File: src/rtl/count_arbiter.sv
// Round-robin arbiter sharing one mod-10 up/down step counter among N requesters.
// A granted requester steps the counter once per cycle for its burst length.
module count_arbiter #(
  parameter int N   = 4,
  parameter int IDW = 2
) (
  input  logic           clk,
  input  logic           rst_n,
  input  logic [N-1:0]   req,
  input  logic [N-1:0]   req_mode,
  input  logic [4*N-1:0] req_len,
  output logic [N-1:0]   grant,
  output logic           busy,
  output logic           done,
  output logic [IDW-1:0] done_id,
  output logic [3:0]     number,
  output logic           zero
);

  typedef enum logic [1:0] {
    IDLE = 2'd0,
    RUN  = 2'd1,
    DONE = 2'd2
  } state_t;

  state_t         state, n_state;
  logic [IDW-1:0] ptr, n_ptr;
  logic [IDW-1:0] idx, n_idx;
  logic           mode, n_mode;
  logic [3:0]     rem, n_rem;
  logic [N-1:0]   n_grant;
  logic           n_busy, n_done;
  logic [IDW-1:0] n_done_id;
  logic [3:0]     n_number;
  logic           n_zero;

  logic           found;
  logic [IDW-1:0] win, cand;
  logic [3:0]     win_len;
  logic [3:0]     stepped;

  // Search upward from ptr+1 so the last served requester ranks lowest.
  always_comb begin
    found = 1'b0;
    win   = '0;
    cand  = '0;
    for (int j = 1; j <= N; j++) begin
      cand = IDW'((int'(ptr) + j) % N);
      if (!found && req[cand]) begin
        found = 1'b1;
        win   = cand;
      end
    end
  end

  assign win_len = req_len[4*win +: 4];

  always_comb begin
    stepped = number;
    if (mode)
      stepped = (number == 4'd9) ? 4'd0 : number + 4'd1;
    else
      stepped = (number == 4'd0) ? 4'd9 : number - 4'd1;
  end

  always_comb begin
    n_state   = state;
    n_ptr     = ptr;
    n_idx     = idx;
    n_mode    = mode;
    n_rem     = rem;
    n_grant   = grant;
    n_busy    = busy;
    n_done    = 1'b0;
    n_done_id = done_id;
    n_number  = number;
    n_zero    = zero;
    unique case (state)
      IDLE: begin
        if (found) begin
          n_idx  = win;
          n_mode = req_mode[win];
          n_rem  = win_len;
          n_busy = 1'b1;
          if (win_len != 4'd0) begin
            n_grant = N'(1) << win;
            n_state = RUN;
          end else begin
            n_done    = 1'b1;
            n_done_id = win;
            n_state   = DONE;
          end
        end
      end
      RUN: begin
        n_number = stepped;
        n_zero   = (stepped == 4'd0);
        n_rem    = rem - 4'd1;
        if (rem == 4'd1) begin
          n_grant   = '0;
          n_done    = 1'b1;
          n_done_id = idx;
          n_state   = DONE;
        end
      end
      DONE: begin
        n_busy  = 1'b0;
        n_ptr   = idx;
        n_state = IDLE;
      end
      default: n_state = IDLE;
    endcase
  end

  always_ff @(posedge clk or negedge rst_n) begin
    if (!rst_n) begin
      state   <= IDLE;
      ptr     <= IDW'(N - 1);
      idx     <= '0;
      mode    <= 1'b0;
      rem     <= '0;
      grant   <= '0;
      busy    <= 1'b0;
      done    <= 1'b0;
      done_id <= '0;
      number  <= '0;
      zero    <= 1'b1;
    end else begin
      state   <= n_state;
      ptr     <= n_ptr;
      idx     <= n_idx;
      mode    <= n_mode;
      rem     <= n_rem;
      grant   <= n_grant;
      busy    <= n_busy;
      done    <= n_done;
      done_id <= n_done_id;
      number  <= n_number;
      zero    <= n_zero;
    end
  end

endmodule

File: config.mk
export PLATFORM = sky130hd
export DESIGN_NAME = count_arbiter
export DESIGN_NICKNAME = d
export VERILOG_FILES = /design/src/rtl/count_arbiter.sv
export SDC_FILE = /design/constraint.sdc
export NUM_CORES = 1
export LEC_CHECK = 0
export ABC_CLOCK_PERIOD_IN_PS = 4900
export BUFFER_PORTS_ARGS = -buffer_cell sky130_fd_sc_hd__buf_4
export CAP_MARGIN = 25
export CORE_MARGIN = 5
export CORE_UTILIZATION = 45
export CTS_BUF_LIST = sky130_fd_sc_hd__clkbuf_4 sky130_fd_sc_hd__clkbuf_8
export CTS_CLUSTER_SIZE = 14
export DETAILED_ROUTE_END_ITERATION = 8
export GPL_ROUTABILITY_DRIVEN = 0
export GPL_TIMING_DRIVEN = 0
export MAX_ROUTING_LAYER = met4
export PLACE_DENSITY = 0.7
export SLEW_MARGIN = 40
export SYNTH_ARGS = -nofsm -noshare
export SYNTH_HDL_FRONTEND = slang
export SYNTH_SLANG_ARGS = --single-unit
File: constraint.sdc
create_clock -name clk -period 4.9 [get_ports clk]
set_input_delay 0.98 -clock clk [delete_from_list [all_inputs] [get_ports clk]]
set_output_delay 0.98 -clock clk [all_outputs]
set_load 0.005 [all_outputs]
==> summary.md, run 1 <==
| Metric | Value |
|---|---|
| Outcome | finished, final reports clean |
| Switching component of the power | 498 µW |
| Fraction of registers with async set/reset | 100% |
| First-pass DRT Iterations | 4 |
| Clock share of power | 14.0% |
| Syn Inst Count | 177 |
| Pwr Density | 596 nW/µm² |
| Number of synthesized flops with an enable pin | 0 |
| Vias per cell | 5.46 |
| Flop pwr share | 30.1% |
| RSZ-0062 raised after global routing | false |
| Vias | 1458 |
| Max Cap Viol | 0 |
| F_max | 0.396 GHz |
| Synth area leaders | dfrtp_1 (32%), mux2i_1 (9.7%), dfstp_2 (4.8%) |
| H-tree level count | 1 |
| GR Util All Layers | 15.2% |
| Initial core utilization | 46.0% |
| Avg WL per Cell | 13.7 µm |
| # diodes | 0 |
| Mean area per synthesized cell | 9.37 µm² |
| Share of cells above drive strength 1 | 31.1% |
| DRC viols | 0 |
| Global-route wire length before repair | 6.09 mm |
| Vias in the first global route | 1337 |
| IR drop worst, VDD | 0.375 mV |
| Reg clk slew, reported paths | 0.09 ns |
| CTS tree | built |
| Syn. warnings | 0 |
| Layout Nets | 248 |
| DP HPWL | 2.81 mm |
| Largest net degree at the start of global routing | 25 |
| Net Count, Synth | 205 |
| Leakage power | 0.932 nW |
| CP Capture Type | register |
| Post-CTS Resized | 0 |
| Clock skew | 0.00385 ns |
| Final-layout fill cell count | 325 |
| Sw frac | 40.2% |
| Initial DRC count | 75 |
| Worst skew pair latency | 0.27 ns |
| Critical Path AT | 2.68 ns |
| CTS Sinks | 24 |
| Worst min-delay path class | register to register |
| Min Tclk post-route | 2.52 ns |
| P_int | 740 µW |
| Slew margin rel. | 70.3% |
| Cts-stage hold buffer count | 0 |
| Die Y | 70.7 µm |
| Total Wirelength | 3.65 mm |
| Max clock buf depth | 2 |
| #FFs+latches synth | 24 |
| Fin. Hold Viols | 0 |
| Grt ovf | 0 |
| CP max FO | 10 |
| Final setup viols | 0 |
| TritonCTS Buffers | 3 |
| Setup CP Type | primary input to register |
| Initial antenna violation count | 0 |
| Top_reg_cell synth | dfrtp_1 |
| Core area | 3610 µm² |
| Cell Area, Synth | 1660 µm² |
| Startpoint Class | primary input |
| Row count | 22 |
| Largest area contributor in the netlist | dfrtp_1 |
| Worst-Margin Slew | 0.446 ns |
| Die width | 70.7 µm |
| I/O pins | 39 |
| Most frequent cell after synthesis | dfrtp_1 |
| Post-synth top cells | dfrtp_1 (21), mux2i_1 (16), nor2_1 (14) |
| Yosys top cell area share | 31.7% |
| Clk root buf | clkbuf_8 |
| Sequential cell area fraction in the yosys report | 36.4% |
| Hold_ws | 0.454 ns |
| Syn-to-layout area delta | 25.1% |
| Combinational share of power | 55.8% |
| Number of port buffers | 38 |
| Fin crit share | 51.5% |
| # Post-CTS Setup Buffers | 0 |
| Max Slew Vio Count | 0 |
| Die area | 5000 µm² |
| Setup tns final | 0 ns |
| Antenna-violating nets left | 0 |
| Distinct cell type count after synthesis | 52 |
| Critical path required time | 5.06 ns |
placed cells by master (no fill, tap or decap), types with 4 or more instances in the layout:
cell type,netlist,layout
o21ai_0,8,8
nand3_1,4,4
clkbuf_1,6,6
a221o_1,5,5
mux2i_1,16,16
a21oi_1,5,5
nor2_1,14,14
nor4_1,4,4
buf_4,0,38
inv_1,9,9
dfrtp_1,21,21
o22ai_1,5,5
nand2b_1,4,4
nand2_1,12,12
cell type report:
type / instances / area, µm² / share of cell area (%)
multi-input combinational: 133 / 963 / 46.4
sequential: 24 / 604 / 29.1
timing repair buffer: 38 / 285 / 13.7
tap: 48 / 60.1 / 2.89
buffer: 10 / 53.8 / 2.59
clock buffer: 3 / 41.3 / 1.99
inverter: 10 / 37.5 / 1.81
clock inverter: 1 / 30.0 / 1.45
worst max-delay path, cell delays in order:
cell and delay, ns:
buf_4 0.13, nor2b_4 0.14, o21a_4 0.22, nor3_4 0.39, buf_6 0.23, mux2i_1 0.19, mux2i_1 0.10, a221o_1 0.30
state kept, by name (all words and copies together) (netlist names):
name	flops
grant	4
state	2
ptr	2
done	1
idx	2
done_id	2
rem	4
mode	1
number	4
busy	1
zero	1
metal layers:
| metal | GRT usage [%] | wire length (µm) | up-vias |
|---|---|---|---|
| met5 | - | 0 | - |
| met4 | 1.88 | 12 | 0 |
| met3 | 3.55 | 136 | 2 |
| met2 | 25.6 | 1840 | 22 |
| met1 | 19.0 | 1660 | 706 |
| li1 | - | - | 728 |
path summary, 6_finish.rpt:
path	startpoint	to	slack [ns]	cells past startpoint
setup / recovery	req[3]	rem[1]	2.38	8
hold / removal	zero	zero	0.45	2
setup reg to reg	ptr[0]	rem[1]	2.72	7
hold reg to reg	zero	zero	0.45	2
max in group asynchronous	rst_n	zero	4.02	1
min in group asynchronous	rst_n	number[1]	0.60	1
power groups by stage:
stage	sequential, mW	clock [mW]	combinational (mW)
floorplan	0.367	0	0.500
global placement	0.377	0	0.689
detailed placement	0.378	0	0.692
CTS	0.374	0.177	0.699
global route	0.390	0.185	0.769
finish	0.373	0.174	0.691
through the flow:
stage	std cells	utilization, %	power [mW]	worst slack, ns	cell area (µm²)
6_report	267	57.6	1.24	2.38	2080
5_1_grt	267	57.6	1.34	2.26	2080
4_1_cts	267	57.6	1.25	2.37	2080
3_5_place_dp	263	55.6	1.07	2.08	2000
3_3_place_gp	263	55.6	1.07	2.07	2000
2_1_floorplan	177	-	0.867	2.38	1660
logic make-up after synthesis:
group	count (synthesis)	share of synthesized area (%)
buf+inv	20	5.50
mux	21	13.0
fa+ha+maj	2	1.51
simple gates	64	22.4
flops	24	36.4
compound gates	43	19.5
xor+xnor	3	1.58
Note: power is estimated with default switching activity, not from simulation.
==> run 2: changes to the inputs <==
--- a/config.mk
+++ b/config.mk
@@ -5,7 +5,7 @@
 export SDC_FILE = /design/constraint.sdc
 export NUM_CORES = 1
 export LEC_CHECK = 0
-export ABC_CLOCK_PERIOD_IN_PS = 4900
+export ABC_CLOCK_PERIOD_IN_PS = 2300
 export BUFFER_PORTS_ARGS = -buffer_cell sky130_fd_sc_hd__buf_4
 export CAP_MARGIN = 25
 export CORE_MARGIN = 5
@@ -16,7 +16,7 @@
 export GPL_ROUTABILITY_DRIVEN = 0
 export GPL_TIMING_DRIVEN = 0
 export MAX_ROUTING_LAYER = met4
-export PLACE_DENSITY = 0.7
+export PLACE_DENSITY = 0.72
 export SLEW_MARGIN = 40
 export SYNTH_ARGS = -nofsm -noshare
 export SYNTH_HDL_FRONTEND = slang
==> constraint.sdc (replaced) <==
create_clock -name clk -period 2.3 [get_ports clk]
set_input_delay 0.46 -clock clk [delete_from_list [all_inputs] [get_ports clk]]
set_output_delay 0.46 -clock clk [all_outputs]
set_load 0.005 [all_outputs]
==> summary.md, run 2 (same netlist as run 1, synthesis figures left out) <==
| Metric | Value |
|---|---|
| Die Y | 70.7 µm (unchanged) |
| CP max FO | 6 (was 10) |
| Critical Path AT | 2.29 ns (was 2.68 ns) |
| DP Worst Slack | -0.0514 ns (was 2.08 ns) |
| Worst min-delay path class | primary input to asynchronous set/reset pin (was register to register) |
| Initial core utilization | 46.0% (unchanged) |
| Vias in the first global route | 1471 (was 1337) |
| Outcome | finished, final reports clean (unchanged) |
| Max Cap Viol | 0 (unchanged) |
| Grt ovf | 0 (unchanged) |
| Die area | 5000 µm² (unchanged) |
| Syn-to-layout area delta | 27.4% (was 25.1%) |
| Vias per cell | 5.50 (was 5.46) |
| GRT busiest layer | met2 (unchanged) |
| Initial DRC count | 56 (was 75) |
| Slowest stage cell, crit path | dfstp_2 (was nor3_4) |
| Reg2reg setup slack | 0.17 ns (was 2.72 ns) |
| Setup tns final | 0 ns (unchanged) |
| Crit-path cells | nor2b_4 > o21a_4 > nor3_4 > buf_4 > mux2i_1 > mux2i_1 > a221o_1 (was buf_4 > nor2b_4 > o21a_4 > nor3_4 > buf_6 > mux2i_1 > mux2i_1 > a221o_1) |
| Global-route wire length before repair | 6.65 mm (was 6.09 mm) |
| Post-CTS Resized | 0 (unchanged) |
| H-tree level count | 1 (unchanged) |
| Worst r2r src | ptr[0] (unchanged) |
| R2r endpoint | rem[2] (was rem[1]) |
| Worst skew pair latency | 0.27 ns (about the same) |
| Antenna-violating nets left | 0 (unchanged) |
| Biggest regs | grant (4), number (4), rem (4) (unchanged) |
| Reg clk slew, reported paths | 0.09 ns (about the same) |
| CP max stage delay | 0.58 ns (was 0.39 ns) |
| TritonCTS Buffers | 3 (unchanged) |
| Startpoint Class | register (was primary input) |
| # Post-CTS Setup Buffers | 0 (unchanged) |
| Met2 usage | 28.3% (was 25.6%) |
| Setup CP Type | register to register (was primary input to register) |
| Max clock buf depth | 2 (unchanged) |
| Cts-stage hold buffer count | 0 (unchanged) |
| Global Route met3 Usage | 3.69% (was 3.55%) |
| Min Tclk post-route | 2.13 ns |
| Clk root buf | clkbuf_8 (unchanged) |
| Share of cells above drive strength 1 | 32.6% (was 31.1%) |
| Top cell by count, worst path | mux2i_1 (unchanged) |
| IR drop worst, VDD | 0.833 mV (was 0.375 mV) |
| Number of port buffers | 38 (unchanged) |
| Critical path required time | 2.46 ns (was 5.06 ns) |
| Max Slew Vio Count | 0 (unchanged) |
| F_max | 0.469 GHz |
| Leakage power | 0.957 nW (was 0.932 nW) |
| Final setup viols | 0 (unchanged) |
| I/O pins | 39 (unchanged) |
| RSZ-0062 raised after global routing | false (unchanged) |
| Register-to-Register Path Depth | 7 (unchanged) |
| Row count | 22 (unchanged) |
| CP Capture Type | register (unchanged) |
| Fin. Hold Viols | 0 (unchanged) |
| Final worst slack | 0.166 ns (was 2.38 ns) |
| Post-route cell area | 2110 µm² (was 2080 µm²) |
| Post-placement cell area | 2000 µm² (unchanged) |
| Most frequent cells in the layout | buf_4 (43), dfrtp_1 (21), mux2i_1 (16) (was buf_4 (38), dfrtp_1 (21), mux2i_1 (16)) |
| Clock skew | 0.00149 ns (was 0.00385 ns) |
| Worst-Margin Slew | 0.478 ns (was 0.446 ns) |
| First-pass DRT Iterations | 5 (was 4) |
| CTS Sinks | 24 (unchanged) |
| Layout Nets | 253 (was 248) |
| Die width | 70.7 µm (unchanged) |
| Slew margin rel. | 68.1% (was 70.3%) |
| GR Util All Layers | 16.4% (was 15.2%) |
| Met1 GRT Util | 20.6% (was 19.0%) |
| Commonest non-fill, non-tap cell in the layout | buf_4 (unchanged) |
| Core area | 3610 µm² (unchanged) |
| DP HPWL | 3.05 mm (was 2.81 mm) |
| Avg WL per Cell | 14.5 µm (was 13.7 µm) |
| Fin crit share | 92.8% |
| Vias | 1497 (was 1458) |
| CTS tree | built (unchanged) |
| Initial antenna violation count | 0 (unchanged) |
| Pwr Density | 1280 nW/µm² (was 596 nW/µm²) |
| Total Wirelength | 3.95 mm (was 3.65 mm) |
| Largest net degree at the start of global routing | 25 (unchanged) |
| DRC viols | 0 (unchanged) |
| # diodes | 0 (unchanged) |
run 2: cell types whose count changed in the layout (fill, tap and decap cells not counted), sizes merged:
| cell | delta |
|---|---|
| buf | +5 |
run 2: final cells by class:
type                            instances  area, µm²
Buffer                                 10       53.8
Clock buffer                            3       41.3
Clock inverter                          1       30.0
Fill cell                             342       1490
Inverter                               10       37.5
Multi-Input combinational cell        133        963
Sequential cell                        24        604
Tap cell                               48       60.1
Timing Repair Buffer                   43        323
run 2: critical path: cells and delay by family, from the launching register on:
| kind | cells | cell delay (ns) |
|---|---|---|
| DFF | 1 | 0.58 |
| muxes | 2 | 0.33 |
| buffers and inverters | 1 | 0.17 |
| AOI/OAI and AO/OA | 2 | 0.57 |
| and+or+nand+nor | 2 | 0.37 |
run 2: how the worst max path moves through the flow:
| stage | start | endpoint | slack [ns] | cells past startpoint |
|---|---|---|---|---|
| 2_1_floorplan | ptr[0] | rem[1] | 0.29 | 7 |
| 3_3_place_gp | req[3] | rem[1] | -0.03 | 8 |
| 3_5_place_dp | req[3] | rem[1] | -0.05 | 8 |
| 4_1_cts | ptr[0] | rem[1] | 0.03 | 7 |
| 5_1_grt | ptr[0] | rem[1] | 0.07 | 7 |
| 6_report | ptr[0] | rem[2] | 0.17 | 7 |
run 2: where the power goes:
part           total (mW)  internal (mW)  switching (mW)  leakage [nW]
combinational        1.53          0.753           0.782         0.637
clock               0.374          0.233           0.142        0.0357
sequential          0.804          0.634           0.170         0.284
run 2: per-layer routing:
metal	up-vias	part of all wire [%]
li1	747	-
met1	722	45
met2	26	51
met3	2	3.6
met4	0	0.43
met5	-	0
run 2: metrics by stage:
stage	power, mW	cells	utilization, %	hold WS [ns]
finish	2.71	272	58.6	0.0776
global route	2.93	272	58.6	0.0911
CTS	2.68	267	57.6	0.0831
detailed placement	2.30	263	55.6	0.379
global placement	2.26	263	55.6	0.376
floorplan	1.85	177	-	0.164
